## src/rtl/xy_route_ctrl.sv

```systemverilog
// Dimension-ordered (XY / YX) route controller for a single mesh router input.
// Routes a packet from its head flit and forwards it through a one-entry output register.
module xy_route_ctrl #(
    parameter int COL_CORD          = 0,
    parameter int ROW_CORD          = 0,
    parameter int PACKET_ADDR_COL_W = 4,
    parameter int PACKET_ADDR_ROW_W = 4,
    parameter int OUTPUT_N_W        = 3,
    parameter int FLIT_DATA_W       = 8,
    parameter int ROUTE_MODE        = 0,
    parameter int PKT_CNT_W         = 8
) (
    input  logic                    clk_i,
    input  logic                    rst_i,
    input  logic [FLIT_DATA_W+1:0]  flit_i,
    input  logic                    valid_i,
    output logic                    ready_o,
    output logic [FLIT_DATA_W+1:0]  flit_o,
    output logic                    valid_o,
    input  logic                    ready_i,
    output logic [OUTPUT_N_W-1:0]   out_chan_sel_o,
    output logic                    err_o,
    output logic [PKT_CNT_W-1:0]    pkt_cnt_o
);

    localparam int FLIT_W = FLIT_DATA_W + 2;

    localparam logic [PACKET_ADDR_COL_W-1:0] COL_HERE = PACKET_ADDR_COL_W'(COL_CORD);
    localparam logic [PACKET_ADDR_ROW_W-1:0] ROW_HERE = PACKET_ADDR_ROW_W'(ROW_CORD);

    localparam logic [OUTPUT_N_W-1:0] PORT_RESOURCE = OUTPUT_N_W'(0);
    localparam logic [OUTPUT_N_W-1:0] PORT_LEFT     = OUTPUT_N_W'(1);
    localparam logic [OUTPUT_N_W-1:0] PORT_UP       = OUTPUT_N_W'(2);
    localparam logic [OUTPUT_N_W-1:0] PORT_RIGHT    = OUTPUT_N_W'(3);
    localparam logic [OUTPUT_N_W-1:0] PORT_DOWN     = OUTPUT_N_W'(4);

    typedef enum logic [1:0] {
        TYPE_BODY     = 2'b00,
        TYPE_TAIL     = 2'b01,
        TYPE_HEAD     = 2'b10,
        TYPE_HEADTAIL = 2'b11
    } flit_type_e;

    typedef enum logic {
        IDLE = 1'b0,
        PKT  = 1'b1
    } state_e;

    // The address fields must fit inside the payload.
    if (FLIT_DATA_W < PACKET_ADDR_COL_W + PACKET_ADDR_ROW_W) begin : g_bad_width
        $error("xy_route_ctrl: FLIT_DATA_W too small for destination address");
    end

    state_e                   state_reg;
    state_e                   state_next;
    logic [FLIT_W-1:0]        flit_reg;
    logic                     valid_reg;
    logic [OUTPUT_N_W-1:0]    route_reg;
    logic [OUTPUT_N_W-1:0]    route_next;
    logic                     err_reg;
    logic [PKT_CNT_W-1:0]     cnt_reg;

    flit_type_e               flit_type;
    logic [PACKET_ADDR_COL_W-1:0] dst_col;
    logic [PACKET_ADDR_ROW_W-1:0] dst_row;
    logic                     accept;
    logic                     fwd;
    logic                     drop;
    logic                     pkt_done;
    logic                     load_route;

    assign flit_type = flit_type_e'(flit_i[FLIT_W-1 -: 2]);
    assign dst_col   = flit_i[PACKET_ADDR_COL_W-1:0];
    assign dst_row   = flit_i[PACKET_ADDR_COL_W +: PACKET_ADDR_ROW_W];

    // Output register is free when empty or being drained this cycle.
    assign ready_o = !valid_reg || ready_i;
    assign accept  = valid_i && ready_o;

    if (ROUTE_MODE == 0) begin : g_xy
        always_comb begin
            route_next = PORT_RESOURCE;
            if (dst_col > COL_HERE)
                route_next = PORT_RIGHT;
            else if (dst_col < COL_HERE)
                route_next = PORT_LEFT;
            else if (dst_row < ROW_HERE)
                route_next = PORT_UP;
            else if (dst_row > ROW_HERE)
                route_next = PORT_DOWN;
        end
    end else begin : g_yx
        always_comb begin
            route_next = PORT_RESOURCE;
            if (dst_row < ROW_HERE)
                route_next = PORT_UP;
            else if (dst_row > ROW_HERE)
                route_next = PORT_DOWN;
            else if (dst_col > COL_HERE)
                route_next = PORT_RIGHT;
            else if (dst_col < COL_HERE)
                route_next = PORT_LEFT;
        end
    end

    always_comb begin
        state_next = state_reg;
        fwd        = 1'b0;
        drop       = 1'b0;
        pkt_done   = 1'b0;
        load_route = 1'b0;
        if (accept) begin
            case (state_reg)
                IDLE: begin
                    case (flit_type)
                        TYPE_HEAD: begin
                            fwd        = 1'b1;
                            load_route = 1'b1;
                            state_next = PKT;
                        end
                        TYPE_HEADTAIL: begin
                            fwd        = 1'b1;
                            load_route = 1'b1;
                            pkt_done   = 1'b1;
                        end
                        default: drop = 1'b1;
                    endcase
                end
                PKT: begin
                    case (flit_type)
                        TYPE_BODY: fwd = 1'b1;
                        TYPE_TAIL: begin
                            fwd        = 1'b1;
                            pkt_done   = 1'b1;
                            state_next = IDLE;
                        end
                        default: drop = 1'b1;
                    endcase
                end
                default: state_next = IDLE;
            endcase
        end
    end

    // Dropped flits still drain the register when ready_i is high, so valid falls.
    always_ff @(posedge clk_i or posedge rst_i) begin
        if (rst_i) begin
            state_reg <= IDLE;
            flit_reg  <= '0;
            valid_reg <= 1'b0;
            route_reg <= PORT_RESOURCE;
            err_reg   <= 1'b0;
            cnt_reg   <= '0;
        end else begin
            state_reg <= state_next;
            err_reg   <= drop;
            if (fwd) begin
                flit_reg  <= flit_i;
                valid_reg <= 1'b1;
            end else if (ready_i) begin
                valid_reg <= 1'b0;
            end
            if (load_route)
                route_reg <= route_next;
            if (pkt_done)
                cnt_reg <= cnt_reg + PKT_CNT_W'(1);
        end
    end

    assign flit_o         = flit_reg;
    assign valid_o        = valid_reg;
    assign out_chan_sel_o = route_reg;
    assign err_o          = err_reg;
    assign pkt_cnt_o      = cnt_reg;

endmodule

```

## config.mk

```make
export PLATFORM = sky130hd
export DESIGN_NAME = xy_route_ctrl
export DESIGN_NICKNAME = d
export VERILOG_FILES = /design/src/rtl/xy_route_ctrl.sv
export SDC_FILE = /design/constraint.sdc
export NUM_CORES = 1
export LEC_CHECK = 0
export ABC_AREA = 0
export BUFFER_PORTS_ARGS = -buffer_cell sky130_fd_sc_hd__buf_2
export CAP_MARGIN = 20
export CORE_MARGIN = 2
export CORE_UTILIZATION = 42
export DETAILED_ROUTE_END_ITERATION = 12
export PLACE_DENSITY = 0.77
export SLEW_MARGIN = 20
export SYNTH_ARGS = -nofsm -noshare
export SYNTH_HDL_FRONTEND = slang
export SYNTH_SLANG_ARGS = --single-unit
```

## constraint.sdc

```tcl
create_clock -name clk_i -period 1.55 [get_ports clk_i]
set_clock_uncertainty 0.1 [all_clocks]
set_input_delay 0.0775 -clock clk_i [delete_from_list [all_inputs] [get_ports clk_i]]
set_output_delay 0.0775 -clock clk_i [all_outputs]
set_load 0.05 [all_outputs]
```

==> results <==
- The number of global-route vias before repair came to 850.
- Along the worst path, the maximum fanout reaches 5.
- The starting density of the core is 44.0%.
- STA classifies the critical path startpoint as a flip-flop.
- The total global-route track usage is between 20% and 30%.
- The path type of the worst min-delay path is in -> async.
- The average routed wire per standard cell is 14.2 um.
- The worst endpoint data arrival time is 1670 ps.
- The number of routed nets with antenna violations is 0.
- In this run the horizontal extent of the chip is 51.9 um.
- The pin count of the biggest net entering global routing is 15.
- The smallest setup slack after layout is -4.85 ps.
- Traced cell by cell, the critical path runs through xnor2_1 > buf_4 > nor3_4 > buf_6 > mux2_4.
- The area added between synthesis and finish is 54.6%.
- For this run, the register share of the synthesized area comes to 59.7%.
- The analysis attributes to cell leakage a power of 0.792 nW.
- The run finished, with violations left.
- The first global-routing pass estimated 3950 um of wire.
- The logic gate share of total power is 52.1%.
- In this run the number of H-tree levels came out at 1.
- In the routed layout, each cell is associated on average with a via count of between 4 and 5.
- For this run, the top clock speed supported by timing is 643 MHz.
- The detailed router's first-iteration violation count is 14.
- The required time of the worst setup path is 1670 ps.
- The CTS root buffer is sky130_fd_sc_hd__clkbuf_4.
- The number of antenna violations at the first check in global routing came to 0.
- The synthesized netlist occupies a cell area of 965 um^2.
- The full die area is 0.00270 mm^2.
- The number of DRC violations after detailed routing is 0.
- In this run, CTS created clock tree buffers numbering 3.
- For this design the total switching power over the nets is roughly 1.2 mW.
- The HPWL after detailed placement is ~1500 um.
- The number of top-level pins is 38.
- Across the VDD grid, the largest voltage drop is 0.911 mV.
- The worst path uses 100% of the clock period.
- The final hold violation count is 0.
- The relative slew slack is 70.8%.
- The cell area after layout is 0.00149 mm^2.
- The critical-path cell with the highest stage delay is sky130_fd_sc_hd__dfrtp_1.
- TritonCTS built the clock tree.
- The max-cap violation count is 0.
- The share of post-route cells with drive strength above 1 is 50.0%.
- The congestion estimate from routability-driven global placement came to around 0.8.
- Port buffering added 37 buffers.
- The filler cells instantiated in the layout total 161.
- The initialized floorplan defines 17 standard-cell rows.
- The die boundary height is between 50 and 60 um.
- Registers are responsible for between 30 and 40% of the overall power.
- The kind of end point of the critical path is a flip-flop.
- The internal portion of the total power is 1.29 mW.
- After clock tree synthesis, the clock-pin slew on the worst setup and hold paths is about 130 ps.
- 0 antenna diodes ended up in the layout.
- On the worst path, the slowest cell contributes a delay of between 400 and 500 ps.
- The number of nets in the synthesized netlist is 89.
- After routing, the total negative slack on setup checks comes to -4.85 ps.
- The worst-case setup slack after placement is -42.5 ps.
- The flip-flop count of the largest register after layout is 10.
- The worst hold margin is 177 ps.
- The power density normalized to cell area is approximately 1700 mW/mm^2.
- The count of final setup violators is 1.
- The kind of critical path is reg -> reg.
- The cell area reported after detailed placement is 0.00127 mm^2.
- Setup repair after global routing could not meet its margin everywhere.
- The warning count from the yosys run is 0.
- The netlist uses 21 different library cells.
- Counting flops and latches in the post-synthesis netlist gives 23.
- The longest clock path from root to sink contains 2 buffers.
- At the end of the flow the core is filled with cells to a little under 70%.
- The standard cell core area is 0.00219 mm^2.
- In the layout the commonest cells are 37 x sky130_fd_sc_hd__buf_2, 22 x sky130_fd_sc_hd__dfrtp_1, 12 x sky130_fd_sc_hd__dlygate4sd3_1.
- A synthesized cell averages 13.0 um^2.
- The sum of routed wire length over all layers is roughly 2400 um.
- The max-slew violation count came to 0.
- Summing over every cut layer, the via total after detailed routing is about 820.
- The smallest clock period supported by the final layout is computed as 1550 ps.
- After technology mapping, the gate count stands at 74.
- Leaving out fill and tap cells, the most frequent cell in the layout is sky130_fd_sc_hd__buf_2.
- The number of iterations in the first detailed-routing pass is 4.
- The number of sinks driven by the clock tree is 23.
- The clock reaches the later pin of the worst-skew pair after 320 ps.
- The number of nets in the layout is 156.
- The global-route congestion overflow total is 0.
- At the pin with the least slew margin, the transition time is ~440 ps.
- The fraction of power consumed by the clock network is 11.6%.
- The final reports fail on negative setup slack.
- The net switching fraction of the power is 48.1%.
[worst paths after layout]
| kind | start | end | slack, ps | depth (start not counted) |
|---|---|---|---|---|
| worst max-delay path | state_reg | pkt_cnt_o[1] | -5 | 5 |
| worst min-delay path | rst_i | state_reg | 180 | 3 |
| worst max register to register | state_reg | pkt_cnt_o[1] | -5 | 5 |
| worst min register to register | pkt_cnt_o[7] | pkt_cnt_o[7] | 380 | 1 |
| max in group asynchronous | rst_i | flit_o[3] | 660 | 4 |
| min in group clk_i | ready_i | state_reg | 270 | 5 |
[critical path: cells and delay by family (launching register included)]
kind | cells | cell delay (ps)
flops | 1 | 430
buf+inv | 2 | 300
mux | 1 | 290
simple gates | 1 | 190
xor+xnor | 1 | 140
[power groups by stage]
stage               clock [mW]  sequential, mW  combinational (mW)
floorplan                    0            1.49               0.347
global placement             0           0.904                1.20
detailed placement           0           0.909                1.23
CTS                      0.295           0.899                1.31
global route             0.318           0.931                1.35
finish                   0.288           0.903                1.29
[cell families (layout without fill, tap and decap cells)]
group,count (synthesis),in the layout,share of synthesized area (%)
buf+inv,6,72,3.11
xor+xnor,8,8,7.26
simple gates,21,21,13.8
fa+ha+maj,1,1,1.30
compound gates,5,5,3.24
flops,23,23,59.7
mux,10,10,11.7
[metrics by stage]
step	total power [mW]	std cells
2_1_floorplan	1.84	74
3_3_place_gp	2.11	144
3_5_place_dp	2.14	144
4_1_cts	2.50	167
5_1_grt	2.60	168
6_report	2.48	168
[cells in the mapped netlist]
cell type	number	share of area (%)
sky130_fd_sc_hd__dfrtp_1	23	60
sky130_fd_sc_hd__mux2_2	10	12
sky130_fd_sc_hd__nand2_1	7	2.7
sky130_fd_sc_hd__xnor2_1	6	5.4
sky130_fd_sc_hd__and3_1	4	2.6
sky130_fd_sc_hd__inv_1	4	1.6
sky130_fd_sc_hd__nand4_1	3	1.9
sky130_fd_sc_hd__buf_4	2	1.6
sky130_fd_sc_hd__o21ai_0	2	1.0
sky130_fd_sc_hd__xor2_1	2	1.8
sky130_fd_sc_hd__a21o_1	1	0.78
sky130_fd_sc_hd__a31oi_1	1	0.65
sky130_fd_sc_hd__and2b_1	1	0.78
sky130_fd_sc_hd__and4_1	1	0.91
sky130_fd_sc_hd__ha_1	1	1.3
sky130_fd_sc_hd__nand3b_1	1	0.78
sky130_fd_sc_hd__nand4b_1	1	0.91
sky130_fd_sc_hd__nor3_4	1	1.7
sky130_fd_sc_hd__nor4_1	1	0.65
sky130_fd_sc_hd__o31ai_1	1	0.78
sky130_fd_sc_hd__or4_1	1	0.78
[per-layer routing]
layer / GRT usage (%) / vias up / share of wire [%]
met5: 0 / - / 0
met4: 10.5 / 0 / 2.3
met3: 3.16 / 5 / 3.8
met2: 36.3 / 20 / 53
met1: 24.5 / 398 / 41
li1: - / 393 / -
[what timing repair did]
| action | CTS | global route |
|---|---|---|
| gates cloned | 1 | 1 |
| pin swaps | 1 | 2 |
| endpoints found under the hold margin | 22 | 0 |
| buffers inserted | 6 | 2 |
| setup endpoints to repair | 11 | 16 |
| hold buffers | 12 | 0 |
| resized for setup | 4 | 3 |
[cell type report]
class | count | area, um^2 | share of cell area (%)
flip-flops and latches | 23 | 577 | 38.7
clock inverters | 1 | 7.51 | 0.503
well taps | 28 | 35.0 | 2.35
multi-input cells | 45 | 394 | 26.4
clock buffers | 3 | 22.5 | 1.51
repair buffers | 64 | 437 | 29.3
inverters | 4 | 18.8 | 1.26
No activity file was read; power rests on OpenSTA's default activity.
